## config.mk

```make
export PLATFORM = sky130hd
export DESIGN_NAME = conv2d_stream_engine
export DESIGN_NICKNAME = d
export VERILOG_FILES = /design/src/rtl/conv_pkg.sv /design/src/rtl/conv_line_buffer.sv /design/src/rtl/conv2d_stream_engine.sv
export SDC_FILE = /design/constraint.sdc
export NUM_CORES = 1
export LEC_CHECK = 0
export BUFFER_PORTS_ARGS = -buffer_cell sky130_fd_sc_hd__clkbuf_2
export CAP_MARGIN = 10
export CORE_ASPECT_RATIO = 0.8
export CORE_MARGIN = 4
export CORE_UTILIZATION = 35
export DETAILED_ROUTE_END_ITERATION = 7
export PLACE_DENSITY = 0.53
export SYNTH_ARGS = -nofsm -noshare
export SYNTH_HDL_FRONTEND = slang
export SYNTH_SLANG_ARGS = --single-unit
```

## constraint.sdc

```tcl
create_clock -name clk -period 4.48 [get_ports clk]
set_input_delay 0.224 -clock clk [delete_from_list [all_inputs] [get_ports clk]]
set_output_delay 0.224 -clock clk [all_outputs]
set_load 0.02 [all_outputs]
```

## src/rtl/conv_pkg.sv

```systemverilog
// -----------------------------------------------------------------------------
// conv_pkg
// Shared types and elaboration-time helpers for the streaming 2-D convolver.
//   state_e   : frame-level FSM state encoding (IDLE / RUN / DONE)
//   clog2     : ceiling log2; returns 0 for v <= 1
//   width_of  : clog2 clamped to at least 1, for counters and address ports
//   calc_ow   : full-precision result width for a KxK unsigned dot product
//   COEF_AW   : coefficient address width for the default 3x3 kernel
// -----------------------------------------------------------------------------
package conv_pkg;

  typedef enum logic [1:0] {
    ST_IDLE = 2'd0,
    ST_RUN  = 2'd1,
    ST_DONE = 2'd2
  } state_e;

  function automatic int clog2(input int v);
    int r;
    r = 0;
    for (int i = 0; i < 31; i++) begin
      if (int'(32'd1 << i) < v) begin
        r = i + 1;
      end
    end
    return r;
  endfunction

  function automatic int width_of(input int v);
    int r;
    r = clog2(v);
    return (r < 1) ? 1 : r;
  endfunction

  // Each product needs DW+CW bits; summing K*K of them adds clog2(K*K) bits.
  function automatic int calc_ow(input int dw, input int cw, input int k);
    return dw + cw + clog2(k * k);
  endfunction

  localparam int K_DEFAULT = 3;
  localparam int COEF_AW   = width_of(K_DEFAULT * K_DEFAULT);

endpackage

```

## src/rtl/conv_line_buffer.sv

```systemverilog
// -----------------------------------------------------------------------------
// conv_line_buffer
// Shift-enable delay line of DEPTH pixels. When i_en is high the newest pixel
// enters and every stored pixel moves one place; o_data is the pixel that
// entered DEPTH enables ago (i.e. the same column of the previous image row
// when DEPTH equals the image width).
//   clk, rst_n : clock, asynchronous active-low reset
//   i_en       : shift enable (one per accepted pixel)
//   i_data     : incoming pixel
//   o_data     : pixel delayed by DEPTH enables
// -----------------------------------------------------------------------------
module conv_line_buffer
  import conv_pkg::*;
#(
  parameter int DEPTH = 5,
  parameter int DW    = 2
) (
  input  logic          clk,
  input  logic          rst_n,
  input  logic          i_en,
  input  logic [DW-1:0] i_data,
  output logic [DW-1:0] o_data
);

  logic [DW-1:0] r_mem [DEPTH];

  // Delay-line storage, advanced only on accepted pixels.
  always_ff @(posedge clk or negedge rst_n) begin
    if (!rst_n) begin
      for (int i = 0; i < DEPTH; i++) begin
        r_mem[i] <= '0;
      end
    end else if (i_en) begin
      r_mem[0] <= i_data;
      for (int i = 1; i < DEPTH; i++) begin
        r_mem[i] <= r_mem[i-1];
      end
    end
  end

  assign o_data = r_mem[DEPTH-1];

endmodule

```

## src/rtl/conv2d_stream_engine.sv

```systemverilog
// -----------------------------------------------------------------------------
// conv2d_stream_engine
// Streaming valid-region KxK convolution over an IMG_W x IMG_H unsigned image.
// Pixels arrive row-major over a valid/ready handshake; each complete window
// produces one full-precision result on a registered valid/ready output.
//   clk, rst_n          : clock, asynchronous active-low reset
//   start               : begins a frame (honoured in IDLE only)
//   coef_we/addr/data   : coefficient write port (IDLE only, row-major index)
//   in_valid/ready/data : pixel stream input
//   out_valid/ready/data: result stream output with backpressure
//   busy                : frame in progress (RUN or DONE)
//   frame_done          : one-cycle pulse after the final result is consumed
// -----------------------------------------------------------------------------
module conv2d_stream_engine
  import conv_pkg::*;
#(
  parameter  int IMG_W = 5,
  parameter  int IMG_H = 5,
  parameter  int K     = 3,
  parameter  int DW    = 2,
  parameter  int CW    = 2,
  parameter  int OW    = calc_ow(DW, CW, K),
  localparam int CAW   = width_of(K * K)
) (
  input  logic           clk,
  input  logic           rst_n,
  input  logic           start,
  input  logic           coef_we,
  input  logic [CAW-1:0] coef_addr,
  input  logic [CW-1:0]  coef_data,
  input  logic           in_valid,
  output logic           in_ready,
  input  logic [DW-1:0]  in_data,
  output logic           out_valid,
  input  logic           out_ready,
  output logic [OW-1:0]  out_data,
  output logic           busy,
  output logic           frame_done
);

  localparam int NT  = K * K;
  localparam int RW  = width_of(IMG_H);
  localparam int CLW = width_of(IMG_W);
  localparam int PW  = DW + CW;

  localparam logic [RW-1:0]  ROW_LAST      = RW'(IMG_H - 1);
  localparam logic [CLW-1:0] COL_LAST      = CLW'(IMG_W - 1);
  localparam logic [RW-1:0]  ROW_FIRST_OUT = RW'(K - 1);
  localparam logic [CLW-1:0] COL_FIRST_OUT = CLW'(K - 1);
  localparam logic [CAW:0]   NT_W          = (CAW + 1)'(NT);

  state_e          r_state;
  state_e          w_state_next;
  logic [RW-1:0]   r_row;
  logic [CLW-1:0]  r_col;
  logic [CW-1:0]   r_coef [NT];
  logic [DW-1:0]   r_win [K][K];
  logic [DW-1:0]   w_win_next [K][K];
  logic [DW-1:0]   w_tap [K];
  logic [OW-1:0]   w_mac;
  logic            r_out_valid;
  logic [OW-1:0]   r_out_data;
  logic            r_frame_done;
  logic            w_in_fire;
  logic            w_last_pix;
  logic            w_win_full;
  logic            w_done_exit;
  logic            w_coef_wr;

  // ---------------------------------------------------------------------------
  // Handshake and status decode
  // ---------------------------------------------------------------------------
  // A new pixel is only taken when the output register is free or draining,
  // so a freshly computed result can never overwrite an unconsumed one.
  assign in_ready    = (r_state == ST_RUN) && (!r_out_valid || out_ready);
  assign w_in_fire   = in_valid && in_ready;
  assign w_last_pix  = (r_row == ROW_LAST) && (r_col == COL_LAST);
  assign w_done_exit = (r_state == ST_DONE) && (!r_out_valid || out_ready);
  assign w_coef_wr   = coef_we && (r_state == ST_IDLE) && ({1'b0, coef_addr} < NT_W);

  assign busy        = (r_state != ST_IDLE);
  assign out_valid   = r_out_valid;
  assign out_data    = r_out_data;
  assign frame_done  = r_frame_done;

  // A window is complete once K-1 full rows and K-1 pixels of the current row
  // precede the incoming pixel; this also blocks windows that straddle rows.
  generate
    if (K == 1) begin : g_full_k1
      assign w_win_full = 1'b1;
    end else begin : g_full_kn
      assign w_win_full = (r_row >= ROW_FIRST_OUT) && (r_col >= COL_FIRST_OUT);
    end
  endgenerate

  // ---------------------------------------------------------------------------
  // Line buffers: w_tap[K-1] is the live pixel, w_tap[0] the oldest row.
  // ---------------------------------------------------------------------------
  assign w_tap[K-1] = in_data;

  generate
    for (genvar m = 0; m < K - 1; m++) begin : g_lb
      conv_line_buffer #(
        .DEPTH (IMG_W),
        .DW    (DW)
      ) u_lb (
        .clk    (clk),
        .rst_n  (rst_n),
        .i_en   (w_in_fire),
        .i_data (w_tap[m+1]),
        .o_data (w_tap[m])
      );
    end
  endgenerate

  // ---------------------------------------------------------------------------
  // Window and MAC
  // ---------------------------------------------------------------------------
  // Next window: every row shifts left and takes its tap in the right column.
  always_comb begin
    for (int i = 0; i < K; i++) begin
      for (int j = 0; j < K - 1; j++) begin
        w_win_next[i][j] = r_win[i][j+1];
      end
      w_win_next[i][K-1] = w_tap[i];
    end
  end

  // Dot product on the post-shift window so the result registers with the
  // pixel that completes it; products are zero-extended before the sum.
  always_comb begin
    logic [PW-1:0] v_prod;
    w_mac  = '0;
    v_prod = '0;
    for (int i = 0; i < K; i++) begin
      for (int j = 0; j < K; j++) begin
        v_prod = PW'(w_win_next[i][j]) * PW'(r_coef[i*K+j]);
        w_mac  = w_mac + OW'(v_prod);
      end
    end
  end

  // Window register, advanced on every accepted pixel.
  always_ff @(posedge clk or negedge rst_n) begin
    if (!rst_n) begin
      for (int i = 0; i < K; i++) begin
        for (int j = 0; j < K; j++) begin
          r_win[i][j] <= '0;
        end
      end
    end else if (w_in_fire) begin
      r_win <= w_win_next;
    end
  end

  // Coefficient bank; writes outside IDLE or beyond K*K are dropped.
  always_ff @(posedge clk or negedge rst_n) begin
    if (!rst_n) begin
      for (int n = 0; n < NT; n++) begin
        r_coef[n] <= '0;
      end
    end else if (w_coef_wr) begin
      r_coef[coef_addr] <= coef_data;
    end
  end

  // ---------------------------------------------------------------------------
  // Frame FSM
  // ---------------------------------------------------------------------------
  // State register.
  always_ff @(posedge clk or negedge rst_n) begin
    if (!rst_n) begin
      r_state <= ST_IDLE;
    end else begin
      r_state <= w_state_next;
    end
  end

  // Next-state logic.
  always_comb begin
    w_state_next = r_state;
    case (r_state)
      ST_IDLE: begin
        if (start) begin
          w_state_next = ST_RUN;
        end else begin
          w_state_next = ST_IDLE;
        end
      end
      ST_RUN: begin
        if (w_in_fire && w_last_pix) begin
          w_state_next = ST_DONE;
        end else begin
          w_state_next = ST_RUN;
        end
      end
      ST_DONE: begin
        if (w_done_exit) begin
          w_state_next = ST_IDLE;
        end else begin
          w_state_next = ST_DONE;
        end
      end
      default: begin
        w_state_next = ST_IDLE;
      end
    endcase
  end

  // Row/column position of the next pixel; cleared when a frame starts.
  always_ff @(posedge clk or negedge rst_n) begin
    if (!rst_n) begin
      r_row <= '0;
      r_col <= '0;
    end else if ((r_state == ST_IDLE) && start) begin
      r_row <= '0;
      r_col <= '0;
    end else if (w_in_fire) begin
      if (r_col == COL_LAST) begin
        r_col <= '0;
        r_row <= r_row + RW'(1);
      end else begin
        r_col <= r_col + CLW'(1);
      end
    end
  end

  // Output register: load on a completing pixel, otherwise drain on ready.
  always_ff @(posedge clk or negedge rst_n) begin
    if (!rst_n) begin
      r_out_valid <= 1'b0;
      r_out_data  <= '0;
    end else if (w_in_fire && w_win_full) begin
      r_out_valid <= 1'b1;
      r_out_data  <= w_mac;
    end else if (out_ready) begin
      r_out_valid <= 1'b0;
    end
  end

  // End-of-frame pulse, raised together with the return to IDLE.
  always_ff @(posedge clk or negedge rst_n) begin
    if (!rst_n) begin
      r_frame_done <= 1'b0;
    end else begin
      r_frame_done <= w_done_exit;
    end
  end

endmodule

```

==> results.tsv <==
metric	value	unit
totalWireLength	7.652	mm
arrival	4.57	ns
use_met2	21.63	%
layout-drive-gt1-share	28.29	%
r2r-end	out_data[4]	
max_freq	0.2296	GHz
drv_cap	0	
io_pins	26	
seq_area_frac_synth	39.89	%
viasPerCell	4.504	
cp.required	4.69	ns
place_congestion	0.9013	
r2r_setup_slack	0.12	ns
yosysWarningCount	0	
fp-row-count	33	
stdcell_area	0.004532	mm^2
die_h	99.98	um
fin_ws	0.1243	ns
grt_util_met3	4.000	%
grt_pass1_wl	13.20	mm
multi_input_area	0.002106	mm^2
holdWs	0.05415	ns
hold_viol_final	0	
clk_pin_slew	0.05	ns
vias	2477	
cts_buffer_depth	2	
postSynth.asyncResetShare	100.0	%
crit_type	flop to flop	
p_per_area	480.6	mW/mm^2
peakVddDrop	0.1765	mV
period_minus_slack	4.356	ns
regArea	0.001476	mm^2
hold_class	input pin to asynchronous set/reset pin	
grt_busiest_layer	met2	
drt_pre_antenna_iters	4	
drtIter0Drc	118	
drt.antenna.violating_nets	0	
die_area	0.01229	mm^2
synth_area_per_cell	10.37	um^2
h-tree-depth	3	
r2r_cells	14	
hold_buffers	0	
placement.setup.worst_slack	-0.07296	ns
synth_fp_nets	426	
core_area	0.01028	mm^2
synth_common_cells	95 x nand2_1, 59 x dfrtp_1, 48 x inv_1	
antenna_found_initial	0	
hpwl	5.900	mm
synth.area.top_cells	dfrtp_1 40%, fa_1 15%, nand2_1 9.6%, ha_1 9.5%, mux2_2 7.3%	
syn_area	0.003701	mm^2
grt_start_max_net_pins	60	
num_antenna_cells	0	
use_met1	19.28	%
p_leak	2.368	nW
ys_types	33	
cts_buffers	9	
fillers	994	
postSynth.topFlopCell	dfrtp_1	
placed_area	0.004099	mm^2
cts_root_buf	clkbuf_16	
grt_overflow	0	
crit_fanout	3	
status	complete, no violations	
power	2.178	mW
grt_pass1_vias	2616	
synth_edf_count	0	
start_util	36.00	%
drcViolationCount	0	
clkLatencyLatePin	0.33	ns
nNetsFinal	475	
cp-end-kind	flop	
clock-skew-final	0.006140	ns
slew_headroom	49.24	%
drv_slew	0	
critPathLaunchType	flop	
ys_ff_latch	59	
numPortBuffers	24	
cts_tree	done	
die_w	123.0	um
track_usage	14.18	%
reg2reg_from	r_coef[1]	
synth.top_cell.area_share	39.89	%
synthCells	357	
numClockSinks	59	
rsz0062_at_grt	yes	
yosysMostFrequentCell	nand2_1	
period_share	97.22	%
tightest_slew	0.7614	ns
yosysTopAreaCell	dfrtp_1	
wire_per_inst	13.91	um
setup_violations	0	
areaGrowthSynthToFinish	22.45	%
## state kept, by name (all words and copies together) (netlist names)
register,count
out_valid,1
out_data,7
g_lb.u_lb.r_mem,12
frame_done,1
r_col,3
r_coef,18
g_lb.u_lb.o_data,4
r_row,3
r_state,2
r_win,8
## cell type report
cell class | count | share of cell area [%]
clock buffers | 10 | 5.273
flip-flops and latches | 59 | 32.58
inverters | 48 | 3.976
well taps | 140 | 3.865
clock inverters | 5 | 1.712
multi-input cells | 243 | 46.47
repair buffers | 45 | 6.129
## per-layer routing
metal | up-vias | share of wire [%]
met2 | 32 | 47
li1 | 1214 | -
met3 | 15 | 3.1
met4 | 0 | 2.0
met5 | - | 0
met1 | 1216 | 48
## cell families (layout without fill, tap and decap cells)
family / after synthesis / in the layout / synth area share, %
other: 1 / 1 / 0.1013
multiplexers: 26 / 26 / 7.843
AO/OA/AOI/OAI: 12 / 12 / 2.333
AND/OR/NAND/NOR: 146 / 146 / 19.10
buffers and inverters: 55 / 108 / 5.950
XOR/XNOR: 3 / 3 / 0.7101
adder cells (fa/ha/maj): 55 / 55 / 24.07
flip-flops: 59 / 59 / 39.89
## placed cells by master (no fill, tap or decap), types with 3 or more instances in the layout
cell,instances
fa_1,18
nor2_1,5
nand2_1,90
nand2_2,5
a21oi_1,4
mux2_2,24
ha_1,24
or3_1,3
nand2b_1,4
inv_1,44
buf_4,21
inv_2,4
fa_2,9
clkbuf_2,24
clkbuf_16,9
dfrtp_1,59
nand3b_1,3
and2_1,19
o21ai_0,3
ha_4,4
## stage by stage
step	util (%)	std cells	setup TNS, ns
after floorplan	-	357	0
final	44.08	550	0
after CTS	43.11	548	-0.007933
after detailed placement	39.87	533	-0.1787
after global routing	44.08	550	-0.01362
after global placement	39.87	533	-0.04142
## worst max path at each step
stage | start | endpoint | slack [ns]
final | r_coef[1] | out_data[4] | 0.12
after detailed placement | r_win[13] | out_data[5] | -0.07
after floorplan | r_win[12] | out_data[4] | 0.07
after global placement | g_lb[0].u_lb.o_data[1] | out_data[5] | -0.03
after global routing | r_coef[1] | out_data[5] | -0.01
after CTS | r_win[13] | out_data[6] | -0.008
## critical path: stages, from the launching register on
cell and delay [ns]:
dfrtp_1 0.40, and2_1 0.18, ha_4 0.26, inv_1 0.04
fa_1 0.47, fa_2 0.55, inv_2 0.05, fa_2 0.57
fa_2 0.46, ha_4 0.29, ha_4 0.13, inv_2 0.04
fa_2 0.40, xnor2_2 0.14, mux2_2 0.25
## power by group
group / internal, mW / switching [mW]
registers: 0.686 / 0.109
clock network: 0.496 / 0.235
logic: 0.303 / 0.350
## timing repair
| action | 4_1_cts | 5_1_grt |
|---|---|---|
| resized for setup | 7 | 21 |
| cloned | 0 | 0 |
| pin swaps | 3 | 24 |
| setup buffers | 0 | 2 |
| endpoints found under the setup margin | 3 | 3 |
(Power assumes the default switching activity.)
